--- config.mk ---
export PLATFORM = sky130hd
export DESIGN_NAME = remote_update_sequencer_flat
export DESIGN_NICKNAME = d
export VERILOG_FILES = /design/src/rtl/remote_update_sequencer_if.sv /design/src/rtl/remote_update_sequencer.sv /design/src/flat_wrapper.sv
export SDC_FILE = /design/constraint.sdc
export NUM_CORES = 1
export LEC_CHECK = 0
export BUFFER_PORTS_ARGS = -buffer_cell sky130_fd_sc_hd__buf_2
export CORE_ASPECT_RATIO = 1.5
export CORE_MARGIN = 10
export CORE_UTILIZATION = 34
export DETAILED_ROUTE_END_ITERATION = 7
export HOLD_SLACK_MARGIN = 0.05
export SLEW_MARGIN = 15
export SYNTH_ARGS = -nofsm -noshare
export SYNTH_HDL_FRONTEND = slang
export SYNTH_SLANG_ARGS = --single-unit
--- constraint.sdc ---
create_clock -name CLK -period 2.7 [get_ports CLK]
set_input_delay 0.27 -clock CLK [delete_from_list [all_inputs] [get_ports CLK]]
set_output_delay 0.27 -clock CLK [all_outputs]
set_load 0.005 [all_outputs]
--- src/rtl/remote_update_sequencer_if.sv ---
// Remote-update register port: address/data/strobes toward the block, status word back.
// Latency: none, pure wiring bundle.
// Backpressure: carried in-band by RU_STATUS busy and control-register fields.
interface remote_update_sequencer_if;
    logic [1:0]  RU_ADDR;
    logic [31:0] RU_DATA;
    logic        RU_CEb;
    logic        RU_WEb;
    logic [31:0] RU_STATUS;

    // Sequencer side drives the register port and reads status
    modport master (
        output RU_ADDR,
        output RU_DATA,
        output RU_CEb,
        output RU_WEb,
        input  RU_STATUS
    );

    // Remote-update block side
    modport slave (
        input  RU_ADDR,
        input  RU_DATA,
        input  RU_CEb,
        input  RU_WEb,
        output RU_STATUS
    );
endinterface

--- src/rtl/remote_update_sequencer.sv ---
// Sequences remote-update register writes for reconfiguration (START) or image readback (READBACK).
// Latency: first write strobe one cycle after an accepted pulse; each step then waits for the block's ack.
// Backpressure: pulses outside IDLE are dropped; block busy stalls a step until TIMEOUT, then ERROR.
module remote_update_sequencer #(
    parameter int unsigned TIMEOUT = 4096,
    parameter int unsigned SETTLE  = 16
) (
    input  logic                       CLK,
    input  logic                       RESET,
    input  logic                       START,
    input  logic                       READBACK,
    input  logic [6:0]                 PGM,
    remote_update_sequencer_if.master  ru,
    output logic                       BUSY,
    output logic                       DONE,
    output logic                       ERROR,
    output logic [2:0]                 ERR_STEP,
    output logic [11:0]                RDBK_DATA
);

    typedef enum logic [2:0] {
        IDLE     = 3'd0,
        WR_DATA  = 3'd1,
        WR_CTRL  = 3'd2,
        WAIT_ACK = 3'd3,
        SETTLE_W = 3'd4,
        CAPTURE  = 3'd5,
        FINISH   = 3'd6
    } state_t;

    // Timeout compares against the 16-bit wait counter directly.
    localparam logic [15:0] TMO_LIMIT   = TIMEOUT[15:0];
    // SETTLE_W holds for SETTLE cycles: counter runs 0 .. SETTLE-1.
    localparam int unsigned SETTLE_M1   = (SETTLE > 0) ? (SETTLE - 1) : 0;
    localparam logic [15:0] SETTLE_LAST = SETTLE_M1[15:0];

    // Step indices: 0..2 parameter writes, 3 reconfigure trigger, 4 readback.
    localparam logic [2:0] STEP_RECONF = 3'd3;
    localparam logic [2:0] STEP_RDBK   = 3'd4;

    state_t      state_q, state_d;
    logic [2:0]  step_q, step_d;
    logic [6:0]  pgm_q, pgm_d;
    logic [15:0] tmo_cnt_q, tmo_cnt_d;
    logic [15:0] settle_cnt_q, settle_cnt_d;
    logic        busy_s1_q, busy_s_q;
    logic        ack;

    logic        ceb_d, web_d;
    logic [1:0]  addr_d;
    logic [31:0] data_d;
    logic        busy_d, done_d, error_d;
    logic [2:0]  err_step_d;
    logic [11:0] rdbk_d;

    // Status bits not consumed by the sequencer
    logic unused_status;
    assign unused_status = ^{ru.RU_STATUS[30:24], ru.RU_STATUS[15:12]};

    // Parameter index written in the data phase of each step
    function automatic logic [2:0] step_param(input logic [2:0] step);
        case (step)
            3'd0:    step_param = 3'd0;
            3'd1:    step_param = 3'd4;
            default: step_param = 3'd5;
        endcase
    endfunction

    // 12-bit parameter value for each step; readback writes zero data
    function automatic logic [11:0] step_wdata(input logic [2:0] step, input logic [6:0] pgm);
        case (step)
            3'd0:    step_wdata = 12'h004;
            3'd1:    step_wdata = {5'h00, pgm};
            3'd2:    step_wdata = 12'h001;
            default: step_wdata = 12'h000;
        endcase
    endfunction

    // Control-register command: write param, trigger reconfig, or read param
    function automatic logic [7:0] step_ctrl(input logic [2:0] step);
        case (step)
            STEP_RECONF: step_ctrl = 8'h80;
            STEP_RDBK:   step_ctrl = 8'h01;
            default:     step_ctrl = 8'h02;
        endcase
    endfunction

    // Two-flop synchroniser on the block's busy flag
    always_ff @(posedge CLK) begin
        if (RESET) begin
            busy_s1_q <= 1'b0;
            busy_s_q  <= 1'b0;
        end else begin
            busy_s1_q <= ru.RU_STATUS[31];
            busy_s_q  <= busy_s1_q;
        end
    end

    // The block has finished the last command once its control register clears and busy drops
    assign ack = (ru.RU_STATUS[23:16] == 8'h00) && !busy_s_q;

    // FSM state register
    always_ff @(posedge CLK) begin
        if (RESET) begin
            state_q <= IDLE;
        end else begin
            state_q <= state_d;
        end
    end

    // Next state, step bookkeeping and registered-output decode of the next state
    always_comb begin
        state_d      = state_q;
        step_d       = step_q;
        pgm_d        = pgm_q;
        tmo_cnt_d    = tmo_cnt_q;
        settle_cnt_d = settle_cnt_q;
        error_d      = ERROR;
        err_step_d   = ERR_STEP;
        rdbk_d       = RDBK_DATA;

        case (state_q)
            IDLE: begin
                if (START) begin
                    state_d    = WR_DATA;
                    step_d     = 3'd0;
                    pgm_d      = PGM;
                    error_d    = 1'b0;
                    err_step_d = 3'd0;
                end else if (READBACK) begin
                    state_d    = WR_DATA;
                    step_d     = STEP_RDBK;
                    error_d    = 1'b0;
                    err_step_d = 3'd0;
                end
            end
            WR_DATA: begin
                state_d = WR_CTRL;
            end
            WR_CTRL: begin
                state_d   = WAIT_ACK;
                tmo_cnt_d = 16'd0;
            end
            WAIT_ACK: begin
                // First WAIT_ACK cycle is blind: status may not yet reflect the command just written
                if ((tmo_cnt_q != 16'd0) && ack) begin
                    tmo_cnt_d = 16'd0;
                    case (step_q)
                        3'd0, 3'd1: begin
                            step_d  = step_q + 3'd1;
                            state_d = WR_DATA;
                        end
                        3'd2: begin
                            // Reconfigure trigger has no data phase
                            step_d  = STEP_RECONF;
                            state_d = WR_CTRL;
                        end
                        STEP_RECONF: begin
                            state_d = FINISH;
                        end
                        default: begin
                            state_d      = SETTLE_W;
                            settle_cnt_d = 16'd0;
                        end
                    endcase
                end else if (tmo_cnt_q == TMO_LIMIT) begin
                    error_d    = 1'b1;
                    err_step_d = step_q;
                    state_d    = FINISH;
                end else begin
                    tmo_cnt_d = tmo_cnt_q + 16'd1;
                end
            end
            SETTLE_W: begin
                if (settle_cnt_q == SETTLE_LAST) begin
                    state_d = CAPTURE;
                end else begin
                    settle_cnt_d = settle_cnt_q + 16'd1;
                end
            end
            CAPTURE: begin
                rdbk_d  = ru.RU_STATUS[11:0];
                state_d = FINISH;
            end
            FINISH: begin
                state_d = IDLE;
            end
            default: begin
                state_d = IDLE;
            end
        endcase

        // Outputs are registered, so they are decoded from the state being entered
        ceb_d  = 1'b1;
        web_d  = 1'b1;
        addr_d = ru.RU_ADDR;
        data_d = ru.RU_DATA;
        case (state_d)
            WR_DATA: begin
                ceb_d  = 1'b0;
                web_d  = 1'b0;
                addr_d = 2'd0;
                data_d = {13'h0000, step_param(step_d), 4'h0, step_wdata(step_d, pgm_d)};
            end
            WR_CTRL: begin
                ceb_d  = 1'b0;
                web_d  = 1'b0;
                addr_d = 2'd1;
                data_d = {24'h000000, step_ctrl(step_d)};
            end
            default: begin
                ceb_d = 1'b1;
                web_d = 1'b1;
            end
        endcase
        busy_d = (state_d != IDLE);
        done_d = (state_d == FINISH);
    end

    // Step context, counters and all registered outputs
    always_ff @(posedge CLK) begin
        if (RESET) begin
            step_q       <= 3'd0;
            pgm_q        <= 7'd0;
            tmo_cnt_q    <= 16'd0;
            settle_cnt_q <= 16'd0;
            ru.RU_CEb    <= 1'b1;
            ru.RU_WEb    <= 1'b1;
            ru.RU_ADDR   <= 2'd0;
            ru.RU_DATA   <= 32'd0;
            BUSY         <= 1'b0;
            DONE         <= 1'b0;
            ERROR        <= 1'b0;
            ERR_STEP     <= 3'd0;
            RDBK_DATA    <= 12'd0;
        end else begin
            step_q       <= step_d;
            pgm_q        <= pgm_d;
            tmo_cnt_q    <= tmo_cnt_d;
            settle_cnt_q <= settle_cnt_d;
            ru.RU_CEb    <= ceb_d;
            ru.RU_WEb    <= web_d;
            ru.RU_ADDR   <= addr_d;
            ru.RU_DATA   <= data_d;
            BUSY         <= busy_d;
            DONE         <= done_d;
            ERROR        <= error_d;
            ERR_STEP     <= err_step_d;
            RDBK_DATA    <= rdbk_d;
        end
    end

endmodule

--- src/flat_wrapper.sv ---
// flat-port wrapper written by rule: the top's interface ports become plain ports
module remote_update_sequencer_flat 
#(
    parameter int unsigned TIMEOUT = 4096,
    parameter int unsigned SETTLE  = 16
)
  (CLK, RESET, START, READBACK, PGM, BUSY, DONE, ERROR, ERR_STEP, RDBK_DATA, ru_RU_ADDR, ru_RU_DATA, ru_RU_CEb, ru_RU_WEb, ru_RU_STATUS);
  remote_update_sequencer_if ru_i ();
  input  logic CLK;
  input  logic RESET;
  input  logic START;
  input  logic READBACK;
  input  logic [6:0] PGM;
  output logic BUSY;
  output logic DONE;
  output logic ERROR;
  output logic [2:0] ERR_STEP;
  output logic [11:0] RDBK_DATA;
  output wire logic [$bits(ru_i.RU_ADDR)-1:0] ru_RU_ADDR;
  output wire logic [$bits(ru_i.RU_DATA)-1:0] ru_RU_DATA;
  output wire logic [$bits(ru_i.RU_CEb)-1:0] ru_RU_CEb;
  output wire logic [$bits(ru_i.RU_WEb)-1:0] ru_RU_WEb;
  input wire logic [$bits(ru_i.RU_STATUS)-1:0] ru_RU_STATUS;
  assign ru_RU_ADDR = ru_i.RU_ADDR;
  assign ru_RU_DATA = ru_i.RU_DATA;
  assign ru_RU_CEb = ru_i.RU_CEb;
  assign ru_RU_WEb = ru_i.RU_WEb;
  assign ru_i.RU_STATUS = ru_RU_STATUS;
  remote_update_sequencer #(.TIMEOUT(TIMEOUT), .SETTLE(SETTLE)) u_core (.CLK(CLK), .RESET(RESET), .START(START), .READBACK(READBACK), .PGM(PGM), .ru(ru_i), .BUSY(BUSY), .DONE(DONE), .ERROR(ERROR), .ERR_STEP(ERR_STEP), .RDBK_DATA(RDBK_DATA));
endmodule
==> Yosys cells after proc, flatten, opt, wreduce, memory -nomap -nowiden <==
Cells that the tools add are included.
{ "word_totals": {"regBits": 100, "wordCells": 98, "latchBits": 0, "mem_bits_ro": 0, "output_inout_bits": 54, "ramBits": 0, "input_bits": 43, "n_memories": 0} }
{ "classes": {"div_mod_pow": 0, "n_lt_le_gt_ge": 0, "n_mul": 0, "n_bitwise": 0, "n_addsub": 3, "n_eq_ne": 24, "muxes": 37, "n_reduce_logical": 19, "shifts": 0} }
{ "op_table": {"columns": ["operator", "n"], "rows": [
  ["16-bit two-way mux", 5],
  ["16-bit case mux with 2 select lines", 2],
  ["32-bit case mux with 2 select lines", 1],
  ["3-bit two-way mux", 12],
  ["16-bit by 1-bit adder with 16-bit output, second input constant", 2],
  ["3-bit case mux with 2 select lines", 4],
  ["3-bit by 2-bit == test with 1-bit output, second input constant", 7],
  ["7-bit case mux with 3 select lines", 1],
  ["3-bit case mux with 6 select lines", 1],
  ["16-bit by 13-bit == test with 1-bit output, second input constant", 1],
  ["16-bit by 4-bit == test with 1-bit output, second input constant", 1],
  ["8-bit case mux with 2 select lines", 1],
  ["16-bit nonzero test", 1],
  ["7-bit two-way mux", 2],
  ["3-bit by 1-bit == test with 1-bit output, second input constant", 4],
  ["3-bit == test, second input constant", 4],
  ["3-bit logical NOT", 3],
  ["3-bit case mux with 3 select lines", 1],
  ["8-bit logical NOT", 1],
  ["4-bit AND reduction", 2],
  ["2-bit nonzero test", 4],
  ["2-bit != test, second input constant", 3],
  ["1-bit two-way mux", 5],
  ["2-bit by 1-bit != test with 1-bit output, second input constant", 2],
  ["11 further kinds", 13]
]} }

==> Depth between registers and ports, before layout <==
Gate-level depths: netlist of run 1.
{ "logic_depth": {"depth_word": 8, "mapped_depth": 10, "ltp_nobuf": 9} }

==> Worst setup path before layout of run 1 <==
OpenSTA, ideal clock, no wires.
{ "synth_timing": {"path_type": "reg2reg", "start": "reg u_core.step_q[0]", "end": "reg u_core.settle_cnt_q[0]", "n_path_buf": 2, "setup_slack_ns": 0.242, "t_arrival_ns": 2.341, "stages_incl_launch_ff": 11, "path_cell_list": "dfxtp_1 inv_1 ha_1 nor3_1 nor2_1 o31ai_1 or3b_2 buf_2 o21ai_2 buf_2 nor2_1"} }
{ "synth_between": {"elab_chain_cells": 4} }
{ "synth_rtl": {"columns": ["item", "line_no", "text"], "rows": [
  ["from (decl)", "remote_update_sequencer.sv:42", "logic [2:0] step_q, step_d;"],
  ["from (signal assigned)", "remote_update_sequencer.sv:237", "step_q <= step_d;"],
  ["3-bit by 1-bit == test with 1-bit output, or another cell as far along", "remote_update_sequencer.sv:148", "case (step_q)"],
  ["4-bit OR reduction (no line) *", null, null],
  ["2-bit != test (no line) *", null, null],
  ["4-bit AND reduction (no line) *", null, null],
  ["to (signal assigned)", "remote_update_sequencer.sv:240", "settle_cnt_q <= settle_cnt_d;"],
  ["to (decl)", "remote_update_sequencer.sv:45", "logic [15:0] settle_cnt_q, settle_cnt_d;"]
]} }
Every way passes the cells marked *; elsewhere a longest branch is shown, timed or not.
A chain may end at the register's enable or synchronous reset.

==> Worst setup path after layout of run 1 <==
{ "layout_timing": {"start": "reg u_core.settle_cnt_q[9]", "end": "reg u_core.ru.RU_DATA[4]"} }
{ "layout_between": {"elab_chain_cells": 5} }
{ "layout_rtl": {"columns": ["item", "line_no", "text"], "rows": [
  ["16-bit by 4-bit == test with 1-bit output *", "remote_update_sequencer.sv:175", "if (settle_cnt_q == SETTLE_LAST) begin"],
  ["3-bit two-way mux *", "remote_update_sequencer.sv:175", null],
  ["3-bit case mux with 6 select lines *", "remote_update_sequencer.sv:122", "case (state_q)"],
  ["3-bit by 2-bit == test with 1-bit output / 3-bit by 1-bit == test with 1-bit output (equally long branches)", "remote_update_sequencer.sv:198", "case (state_d)"],
  ["32-bit case mux with 2 select lines / 2-bit nonzero test (equally long branches)", null, null],
  ["to (signal assigned)", "remote_update_sequencer.sv:244", "ru.RU_DATA <= data_d;"],
  ["to (decl)", "remote_update_sequencer_if.sv:14", "output RU_DATA,"]
]} }
Every way passes the cells marked *; elsewhere a longest branch is shown, timed or not. The select of a mux whose other input is x is not followed.

==> metrics, run 1 <==
routed vias 3360; Final setup viols 0; Die H 150 um; Clock Latency Late Sink around 0.34 ns; YS warnings 0; total wire length ~10000 um; Yosys reg bits just under 80; Die X between 100 and 150 um; kind of critical path reg -> reg; WL/cell 15.0 um; CTS tree done; n_diodes 0; Ports between 90 and 100; maximum vdd drop 0.388 mV; die footprint 0.0161 sq mm; largest net degree at the start of global routing 27; GRT Resource Usage Total 0.125; max-slew violation count 0; CP Max Fanout 12; first-pass GRT wire length 16200 um; post-layout min period 2.58 ns; root buffer cell clkbuf_16; Cells after DPL 655; Max-Cap Viols 0; antenna violations before repair 0; CP arrival 2.86 ns; final hold viol count 0; Final ANT Viol Nets 0; dpl hpwl around 7800 um; Worst Skew 0.00529 ns; r2r setup slk 0.12 ns; worst-margin pin slew about 0.8 ns; Cell variety after synth 61; Area Growth Syn to Fin 20.8%; Slew headroom 0.466; Clock Path Buffers 2; RSZ-0062 raised after global routing true; largest area contributor in the netlist dfxtp_1; M3 GR Usage 0.0351; status complete, no violations; Port Buffers 62; clock slew at reported path FFs about 0.060 ns; fin crit share 0.955; post-route design area around 0.0047 sq mm; max frequency ~390 MHz; CORE AREA 0.0111 sq mm; P_leak 0.00188 uW; residual DRC count 0; CTS Buf Count 9; final core occ 0.422; GR peak layer met2; Starting Density 0.349; Area after DPL 0.00433 sq mm; Cell Pwr Density 581 mW/mm^2; share of layout cells above drive strength 1 0.242; Worst EP required 2.98 ns; Hold-fix buffers, CTS 0; Non-Filler Instances 671; RePlAce Congestion 0.852; HP Class in -> reg; 1st-iter DRT viols 137; CTS sink count 77; CP Capture Type flop; Rows 47; Post-synth EDFFs 0; Post-synth ARST share 0; Syn Area/Cell about 8.6 sq um; register area share after synthesis 0.399; Power, Total 2710 uW; top_reg_cell synth dfxtp_1; nets 570; drt via density 5.01; first drt pass iteration count 4; startpoint types flop; Synth Cell Area 0.00386 sq mm; top cells by area, synth dfxtp_1 40%, nor2_1 5.3%, buf_4 4.7%; GR Util met2 0.232; grt ovf 0; synthesized instance count ~450; share of the synthesized area in the top cell type 0.399; vias in the first global route 3351; CP max-delay cell or4_1; H-tree depth 3; worst path cell trace or4_1, or4_4, nor3_4, nor3b_2, buf_12, xor2_2, a21oi_1, a22o_1; GR met1 Demand/Resource 0.120; slowest stage delay, CP 0.51 ns
## cell usage after synthesis, types with 4 or more instances
cell type and n:
nor2b_1 5, ha_1 8, a21oi_1 33, xnor2_1 8, and3_1 9, or3_1 9
nor4_1 4, dfxtp_1 77, mux2i_1 8, nand4_1 10, inv_1 15, buf_2 6
nor2_1 55, xor2_1 10, clkbuf_1 13, nor3_1 9, o21ai_0 24, nand3_1 21
and4_1 6, nand2_1 28, a22o_1 4, buf_4 24, a31oi_1 4
## logic make-up (layout without fill, tap and decap cells)
group / after synthesis / in the layout / share of synthesized area
compound gates: 90 / 90 / 0.149
xor+xnor: 19 / 19 / 0.0451
fa+ha+maj: 8 / 8 / 0.0259
buf+inv: 59 / 113 / 0.0846
flops: 77 / 77 / 0.399
mux: 8 / 8 / 0.0207
other cells: 1 / 23 / 0.000972
simple gates: 186 / 186 / 0.274
## registers in the layout (all words and copies together), names as in the netlist
signal and cells:
u_core.settle_cnt_q 16, u_core.tmo_cnt_q 16, u_core.RDBK_DATA 12, u_core.ru.RU_DATA 10, u_core.pgm_q 7, u_core.ERR_STEP 3, u_core.state_q 3, u_core.step_q 3
u_core.BUSY 1, u_core.DONE 1, u_core.ERROR 1, u_core.busy_s1_q 1, u_core.busy_s_q 1, u_core.ru.RU_ADDR 1, u_core.ru.RU_CEb 1
## per-layer routing
layer | share of wire | vias up | wire length [um]
met1 | 0.37 | 1577 | 3730
met5 | 0 | - | 0
met4 | 0.034 | 0 | 348
li1 | - | 1683 | -
met3 | 0.048 | 25 | 484
met2 | 0.55 | 75 | 5530
## cells in the final DEF (no fill, tap or decap), drive strengths merged, types with 5 or more instances in the layout
cell type  Yosys  final
clkbuf        13      9
ha             8      8
nand2         28     28
and3           9      9
xor2          10     10
o21ai         27     27
and4           7      7
inv           15     17
nand3         22     22
mux2i          8      8
conb           1     23
buf           31     82
or3            9      9
nor2b          5      5
dfxtp         77     77
xnor2          9      9
nor3          11     11
a21oi         33     33
nor2          55     55
nand4         10     10
nor4           9      9
## path summary, 6_finish.rpt
kind	from	endpoint	cells past startpoint
setup / recovery	u_core.settle_cnt_q[9]	u_core.ru.RU_DATA[4]	8
hold / removal	ru_RU_STATUS[31]	u_core.busy_s1_q	2
setup reg to reg	u_core.settle_cnt_q[9]	u_core.ru.RU_DATA[4]	8
hold reg to reg	u_core.busy_s1_q	u_core.busy_s_q	1
## critical path: cells and delay by family, from the launching register on
family	cells	cell delay (ns)
AOI/OAI and AO/OA	2	0.54
xor gates and xnor gates	1	0.16
buffers and inverters	1	0.16
DFF	1	0.34
and+or+nand+nor	4	1.31
## area by class of cell
cell class / count / area, sq um
fillers: 1134 / 6390
multi-input cells: 334 / 2110
flip-flops and latches: 77 / 1540
repair buffers: 82 / 473
clock buffers: 9 / 225
well taps: 147 / 184
clock inverters: 7 / 73.8
inverters: 15 / 56.3
## stage by stage
stage | hold slack, ns | setup TNS (ns) | setup WS (ns)
floorplan | 0.398 | 0 | 0.242
global placement | 0.417 | 0 | 0.0196
detailed placement | 0.437 | -0.0375 | -0.0205
CTS | 0.142 | 0 | 0.0588
global route | 0.178 | -0.0126 | -0.00717
finish | 0.146 | 0 | 0.122
## repair_timing
item	CTS	global route
gates resized for setup	2	6
pin swaps	0	2
endpoints found under the setup margin	9	21
setup buffers	0	0
## where the power goes
part	switching [uW]	internal, uW	leakage [uW]
clock network	486	720	0.000146
registers	19.2	1170	0.000623
logic	191	129	0.00111
Power figures use the tool's default switching activity.
==> run 2, diff against run 1 <==
- RECOVER_POWER: not set -> 50
==> run 2 against run 1 <==
Against the previous run: clock power hardly changed; highest routed layer unchanged; die area stayed put; worst setup slack hardly changed; global-route usage stayed put; critical path depth stayed put; via count is 0.21% lower; register-to-register slack hardly changed; final cell count stayed put.
==> metrics, run 2 (synthesis results as in run 1) <==
status complete, no violations; final setup TNS 0 ns; post-layout min period 2.58 ns; worst-margin pin slew 0.868 ns; nets 570; fin crit share 0.955; maximum vdd drop roughly 0.39 mV; dpl hpwl approximately 7800 um; die footprint 0.0161 sq mm; Power, Total ~2700 uW; P_leak 0.00175 uW; commonest non-fill, non-tap cell in the layout dfxtp_1; Area after DPL 0.00433 sq mm; number of setup buffers added after CTS 0; WL/cell around 15 um; Regs by FF count u_core.settle_cnt_q: 16 flops, u_core.tmo_cnt_q: 16 flops, u_core.RDBK_DATA: 12 flops; RePlAce Congestion 0.852; Hold-fix buffers, CTS 0; Worst Skew between 0.005 and 0.006 ns; Worst EP required 2.98 ns; post-route design area 0.00462 sq mm; Rows 47; Final ANT Viol Nets 0; residual DRC count 0; Port Buffers 62; kind of critical path reg -> reg; Clock Path Buffers 2; commonest non-fill, non-tap cells in the layout 77 x dfxtp_1, 55 x nor2_1, 33 x a21oi_1; H-tree depth 3; RSZ-0062 raised after global routing true; startpoint types flop; share of layout cells above drive strength 1 0.181; Starting Density 0.349; antenna violations before repair 0; Final setup viols 0; Die H 150 um; CP Max Fanout 12; Die X around 110 um; first-pass GRT wire length between 15000 and 20000 um; Clock Latency Late Sink 0.34 ns; HP Class in -> reg; drt via density 5.00; clock slew at reported path FFs approximately 0.060 ns; Slew headroom 0.421; CTS Buf Count 9; max-slew violation count 0; grt ovf 0; total wire length between 10000 and 15000 um; root buffer cell clkbuf_16; CTS sink count 77; routed vias about 3400; Ports 97; CP Capture Type flop; Cell Pwr Density 585 mW/mm^2; GRT Resource Usage Total 0.125; CP arrival 2.86 ns; 1st-iter DRT viols 146; first drt pass iteration count 4; n_diodes 0; CTS tree done; Area Growth Syn to Fin 19.7%; vias in the first global route 3351; max frequency 388 MHz; Max-Cap Viols 0; CORE AREA 0.0111 sq mm; final hold viol count 0; Hold WS 0.146 ns; largest net degree at the start of global routing 27
-- run 2: cell types whose count changed in the layout (fill, tap and decap cells not counted), sizes merged --
cell,before,now
buf,82,50
clkbuf,9,41
-- run 2: final cells by class --
cell class                 count  area (sq um)
fill                        1153          6430
multi-input combinational    334          2110
sequential                    77          1540
timing repair buffer          82           430
clock buffer                   9           225
tap                          147           184
clock inverter                 7          73.8
inverter                      15          56.3
-- run 2: what timing repair did --
| action | 4_1_cts | 5_1_grt |
|---|---|---|
| resized for setup | 2 | 6 |
| endpoints found under the setup margin | 9 | 21 |
| pin swaps | 0 | 2 |
-- run 2: routing by layer --
| layer | track usage | vias up | share of wire | wire (um) |
|---|---|---|---|---|
| met2 | 0.232 | 72 | 0.55 | 5550 |
| met3 | 0.0351 | 23 | 0.044 | 447 |
| met5 | 0 | - | 0 | 0 |
| li1 | - | 1684 | - | - |
| met1 | 0.120 | 1574 | 0.37 | 3780 |
| met4 | 0.0700 | 0 | 0.033 | 335 |
-- run 2: stage by stage --
step,utilization,worst slack (ns),instances
2_1_floorplan,-,0.242,470
3_3_place_gp,0.392,0.0196,655
3_5_place_dp,0.392,-0.0205,655
4_1_cts,0.419,0.0588,671
5_1_grt,0.418,-0.00717,671
6_report,0.418,0.122,671
-- run 2: final timing paths --
path                                from                    to  slack, ns  depth (start not counted)
setup / recovery  u_core.settle_cnt_q[9]  u_core.ru.RU_DATA[4]       0.12                          8
hold / removal          ru_RU_STATUS[31]      u_core.busy_s1_q       0.15                          2
setup reg to reg  u_core.settle_cnt_q[9]  u_core.ru.RU_DATA[4]       0.12                          8
hold reg to reg         u_core.busy_s1_q       u_core.busy_s_q       0.45                          1
-- run 2: power by group --
part	switching [uW]	internal (uW)
clock	485	720
combinational	191	124
sequential	19.3	1170
total	695	2010
-- run 2: critical path, cell delays in order, from the launching register on --
cell     delay, ns
dfxtp_1       0.34
or4_1         0.51
or4_4         0.51
nor3_4        0.20
nor3b_2       0.09
buf_12        0.16
xor2_2        0.16
a21oi_1       0.35
a22o_1        0.19
